==> src/rtl/cb8_nearest_search.sv <==
// Sequential nearest-codeword search over a small scalar codebook held in an external
// combinational ROM: one entry per cycle, reports nearest index and saturated |error|.
module cb8_nearest_search #(
    parameter int N           = 32,
    parameter int NUM_ENTRIES = 8
) (
    input  logic         clk,
    input  logic         rst,
    input  logic         start,
    input  logic [N-1:0] x_in,
    output logic [3:0]   rom_addr,
    input  logic [N-1:0] rom_data,
    output logic         busy,
    output logic         done,
    output logic [3:0]   index_out,
    output logic [N-1:0] err_out
);

    // S_FINISH is the busy cycle after the last compare where the results are committed,
    // so they are already visible on the outputs during the done pulse.
    typedef enum logic [1:0] {
        S_IDLE,
        S_SEARCH,
        S_FINISH,
        S_DONE
    } state_t;

    localparam logic [3:0] LAST_ADDR = 4'(NUM_ENTRIES - 1);

    state_t       state_q, state_d;
    logic [N-1:0] x_q, x_d;
    logic [3:0]   addr_q, addr_d;
    logic [N:0]   best_err_q, best_err_d;
    logic [3:0]   best_idx_q, best_idx_d;
    logic [3:0]   index_q, index_d;
    logic [N-1:0] err_q, err_d;

    logic signed [N:0] diff;
    logic [N:0]        mag;

    // One extra bit keeps the difference of two N-bit signed values from wrapping.
    always_comb begin
        diff = $signed({x_q[N-1], x_q}) - $signed({rom_data[N-1], rom_data});
        mag  = diff[N] ? $unsigned(-diff) : $unsigned(diff);
    end

    always_comb begin
        state_d    = state_q;
        x_d        = x_q;
        addr_d     = addr_q;
        best_err_d = best_err_q;
        best_idx_d = best_idx_q;
        index_d    = index_q;
        err_d      = err_q;

        case (state_q)
            S_IDLE: begin
                if (start) begin
                    x_d        = x_in;
                    addr_d     = '0;
                    best_err_d = '1;
                    best_idx_d = '0;
                    state_d    = S_SEARCH;
                end
            end
            S_SEARCH: begin
                if (mag < best_err_q) begin
                    best_err_d = mag;
                    best_idx_d = addr_q;
                end
                if (addr_q == LAST_ADDR) begin
                    state_d = S_FINISH;
                end else begin
                    addr_d = addr_q + 4'd1;
                end
            end
            S_FINISH: begin
                index_d = best_idx_q;
                err_d   = best_err_q[N] ? '1 : best_err_q[N-1:0];
                state_d = S_DONE;
            end
            S_DONE: begin
                addr_d  = '0;
                state_d = S_IDLE;
            end
            default: begin
                state_d = S_IDLE;
            end
        endcase
    end

    always_ff @(posedge clk) begin
        if (rst) begin
            state_q    <= S_IDLE;
            x_q        <= '0;
            addr_q     <= '0;
            best_err_q <= '0;
            best_idx_q <= '0;
            index_q    <= '0;
            err_q      <= '0;
        end else begin
            state_q    <= state_d;
            x_q        <= x_d;
            addr_q     <= addr_d;
            best_err_q <= best_err_d;
            best_idx_q <= best_idx_d;
            index_q    <= index_d;
            err_q      <= err_d;
        end
    end

    always_comb begin
        busy      = (state_q == S_SEARCH) || (state_q == S_FINISH);
        done      = (state_q == S_DONE);
        rom_addr  = (state_q == S_SEARCH) ? addr_q : 4'd0;
        index_out = index_q;
        err_out   = err_q;
    end

endmodule

==> config.mk <==
export PLATFORM = sky130hd
export DESIGN_NAME = cb8_nearest_search
export DESIGN_NICKNAME = d
export VERILOG_FILES = /design/src/rtl/cb8_nearest_search.sv
export SDC_FILE = /design/constraint.sdc
export NUM_CORES = 1
export LEC_CHECK = 0
export ABC_CLOCK_PERIOD_IN_PS = 19000
export CAP_MARGIN = 25
export CORE_ASPECT_RATIO = 1.1
export CORE_MARGIN = 2
export CORE_UTILIZATION = 30
export DETAILED_ROUTE_END_ITERATION = 6
export HOLD_SLACK_MARGIN = 0.12
export SLEW_MARGIN = 20
export SYNTH_ARGS = -nofsm -noshare
export SYNTH_HDL_FRONTEND = slang
export SYNTH_SLANG_ARGS = --single-unit
==> constraint.sdc <==
create_clock -name clk -period 19 [get_ports clk]
set_input_delay 3.8 -clock clk [delete_from_list [all_inputs] [get_ports clk]]
set_output_delay 3.8 -clock clk [all_outputs]
set_load 0.005 [all_outputs]
; ---- Word-level counts from Yosys, hierarchy flattened
; Index checks and enable logic that the tools add are counted.
[totals]
regBits = 111
inputBits = 67
out_inout_bits = 42
elab_cells = 41
[classes]
add_sub_neg = 3
n_lt_le_gt_ge = 1
n_eq_ne = 8
muxes = 14
n_reduce_logical = 8
[ops]
columns = op, count
row1 = 33-bit two-way mux, 3
row2 = 33-bit case mux with 2 select lines, 1
row3 = 33-bit < comparator, 1
row4 = 33-bit negator, 1
row5 = 32-bit by 32-bit subtractor with 33-bit output, 1
row6 = 32-bit two-way mux, 1
row7 = 4-bit two-way mux, 4
row8 = 4-bit case mux with 3 select lines, 1
row9 = 2-bit inequality test (second input constant), 4
row10 = 2-bit case mux with 4 select lines, 1
row11 = 4-bit case mux with 2 select lines, 1
row12 = 3-bit AND reduction, 2
row13 = 4-bit by 1-bit adder with 4-bit output (second input constant), 1
row14 = 2-bit equality test (second input constant), 2
row15 = 4-bit by 3-bit equality test with 1-bit output (second input constant), 1
row16 = 2-bit two-way mux, 2
row17 = 2-bit AND reduction, 2
row18 = 3-bit nonzero test, 1
row19 = 2-bit by 1-bit equality test with 1-bit output (second input constant), 1
row20 = 2-bit zero test, 1
row21 = 2-bit nonzero test, 1
row22 = 1-bit logical OR, 1

; ---- Depth between registers and ports, before layout
[logic_depth]
ltp_word = 6
depth_mapped = 24
ltp_nobuf = 22

; ---- Worst setup path after synthesis
; No wires, ideal clock.
[synth_timing]
path_type = in2reg
from = input port rom_data[0]
to = register best_err_q[24]
setup_ns = 0.058
arrival_time_ns = 8.534
setup_slack_ns = 10.408
stages = 20
n_path_buf = 1
path_cell_list = ha_1 fa_1 nand2b_1 a21oi_2 o21ai_1 a211oi_2 o21ai_1 nor4b_4 nand4_1 o31ai_1 xnor2_1 ha_1 nand2_1 or4_1 nor4_1 o21ai_0 nor3b_1 nand2_1 dlygate4sd1_1 o221a_2
[synth_via]
elab_chain_cells = 6
[synth_lines]
columns = element, line_no
row1 = "start, declared", 12  ; input logic [N-1:0] rom_data,
row2 = 32-bit by 32-bit subtractor with 33-bit output (*), 43  ; diff = $signed({x_q[N-1], x_q}) - $signed({rom_data[N-1], rom_data});
row3 = 33-bit negator, 44  ; mag = diff[N] ? $unsigned(-diff) : $unsigned(diff);
row4 = 33-bit two-way mux (*), 44
row5 = 33-bit < comparator, 67  ; if (mag < best_err_q) begin
row6 = 2-bit inequality test (no source line), n/a
row7 = 3-bit AND reduction (no source line), n/a
row8 = "end signal, assigned", 105  ; best_err_q <= best_err_d;
row9 = "end, declared", 33  ; logic [N:0] best_err_q, best_err_d;
; Every way passes the cells marked *; elsewhere a longest branch is shown, timed or not. The select of a mux whose other input is x is not followed.
; A chain may end at the register's enable or synchronous reset.

; ---- Worst setup path in the final report
[layout_timing]
from = input port rom_data[5]
to = register best_err_q[22]
; Same word-level chain as after synthesis.

==> qor.csv <==
metric;value;unit
drtIter0Drc;436;
finalCritPeriodShare;51.4;%
clock-root-buffer;clkbuf_16;
synth_edf_count;0;
path_clk_slew;80;ps
reg2reg_depth;21;
die-area;0.0277;mm²
nFillCells;2802;
portBuffers;108;
cts_buffers;9;
rsz0062_at_grt;false;
boundaryPins;109;
grt_pass1_vias;7009;
post-place-ws;9070;ps
max_stage_delay;790;ps
min_path_cells;2;
drive_above_1_share;6.70;%
netlist_instances;999;
post_cts_buffers;0;
yosys-mux-area-fraction;1.52;%
cap_violations;0;
yosysWarningCount;0;
path_cells;clkdlybuf4s50_1, inv_1, ha_1, a21oi_1, nand2_1, o21a_1, o311ai_1, nand2_1, nor3_1, a21oi_1, xnor2_1, ha_1, a21oi_1, nor2b_1, a2111oi_0, o21ai_0, o21ai_0, nor3b_2, nand2_1, buf_8, o221a_2;
setup-tns-final;0;ps
synth_top_area_share;28.1;%
routed_wl;21500;µm
cts_sinks;111;
synth-compound-area-share;27.5;%
insertion_delay;370;ps
crit_type;in -> reg;
synth_area;0.00792;mm²
startpoint_type;input pin;
holdPathEnd;x_q[10];
powerDensity;142;mW/mm²
synthToLayoutAreaGrowth;20.4;%
cts_tree;built;
worstHoldStart;x_q[10];
final_cell_mix;nand2_1, dfxtp_1, clkdlybuf4s50_1;
hold_viol;0;
antenna_found_initial;0;
seqCellArea;0.00222;mm²
finalNonFillerCells;1426;
cts_hold_buf;0;
fmax;102;MHz
path_max_fanout;17;
synth_nets;1138;
rows;62;
grt_start_max_net_pins;57;
final_net_count;1209;
cts-resized-gates;0;
synth_top_family_by_area;compound AO/OA/AOI/OAI gates;
final_antenna_net_count;0;
grt_remaining_overflow;0;
fp.dieW;159;µm
final_common_cell;nand2_1;
min_period;9760;ps
r2r_start;x_q[0];
drt-pass1-iter-count;5;
crit_required;19250;ps
hp-class;reg -> reg;
globalplace.congestion;0.887;
synthAdderAreaFrac;11.5;%
multiInputGateArea;0.00513;mm²
worstMarginPinSlew;958;ps
slowest_stage;o311ai_1;
p_leak;3.73;nW
avgSynthCellArea;7.93;µm²
worst_slack;9240;ps
finClkSkew;10.7;ps
diodes;0;
synth-simple-area-share;18.9;%
drt-wirelength-per-cell;15.1;µm
peakVddDrop;60.1;µV
async_reset_ff_share;0;%
dp_cells;1411;
maxSlewViolCount;0;
cp-end-kind;register;
fin_util;36.6;%
dieHeight;174;µm
synthXorXnorAreaFrac;5.29;%
r2r_end;best_err_q[22];
vias_per_cell;5.12;
setup_viol;0;
routed-via-count;7297;
clock_path_buffers;2;
start_util;30.4;%
yosys.area.top_type;dfxtp_1;
reg2reg_slack;12850;ps
h-tree-depth;3;
maxSlewHeadroom;35.1;%
ys_top_cells_by_area;dfxtp_1, ha_1, nand2_1, a21oi_1, nor2_1;
yosys_most_used_dff;dfxtp_1;
status;finished clean;
critPathLaunch;rom_data[5];
grt_use_total;15.4;%
arrival;10020;ps
ys_types;92;
core_area;0.0261;mm²
drc;0;
synth-seq-area-share;28.1;%
dp_hpwl;16800;µm
grt_first_pass_wirelength;35300;µm
ys_seq_elements;111;
[Yosys cell counts, drive strengths merged, types with 16 or more instances]
library cell    n
buf            18
xnor2          30
nor2           96
a21oi          86
o22ai          28
nand3          16
a311oi         22
inv            74
ha             71
o221a          18
dfxtp         111
nand2         118
o21ai          43
clkbuf         36
xor2           17
[where the power goes]
group	switching, W	leakage (nW)	internal (W)
sequential	0.0000415	0.912	0.000305
combinational	0.000462	2.68	0.000348
clock	0.0000965	0.145	0.000103
[logic make-up after synthesis]
kind of cell,Yosys count
adder cells (fa/ha/maj),72
buffers and inverters,132
AO/OA/AOI/OAI,307
XOR/XNOR,47
AND/OR/NAND/NOR,318
multiplexers,12
flip-flops,111
[critical path: cells and delay by family]
family                     cells  cell delay, ps
AOI/OAI and AO/OA              9            2740
and+or+nand+nor                6            1630
buffers and inverters          3             850
adders and majority gates      2             700
xor gates and xnor gates       1             270
[layer usage]
metal	vias to the layer above	wire length [µm]	GRT usage [%]
li1	3760	-	-
met1	3391	10500	20.8
met2	124	10000	25.9
met3	22	727	1.88
met4	0	342	4.24
met5	-	0	0
[metrics by stage]
stage | power (W) | area, µm² | hold slack (ps)
2_1_floorplan | 0.000934 | 7920 | 436
4_1_cts | 0.00136 | 9530 | 464
6_report | 0.00136 | 9530 | 464
3_3_place_gp | 0.00114 | 9210 | 446
3_5_place_dp | 0.00116 | 9240 | 453
5_1_grt | 0.00148 | 9530 | 482
[sequential cells by signal, indices dropped and copies added, names as in the netlist]
name and count:
state_q 2, err_out 32, x_q 32, best_err_q 33, addr_q 4, index_out 4
best_idx_q 4
[how the worst max path moves through the flow]
stage | end | slack (ps) | cells after the start
6_report | best_err_q[22] | 9240 | 21
5_1_grt | best_err_q[13] | 8830 | 22
4_1_cts | best_err_q[5] | 9430 | 21
3_5_place_dp | best_err_q[5] | 9070 | 21
3_3_place_gp | best_err_q[2] | 8780 | 20
2_1_floorplan | best_err_q[24] | 10410 | 20
[area by class of cell]
type	instances	area share, %
multi-input cells	756	53.8
flip-flops and latches	111	23.3
repair buffers	117	12.2
well taps	352	4.62
inverters	75	2.95
clock buffers	9	2.36
clock inverters	6	0.735
Power figures use the tool's default switching activity.
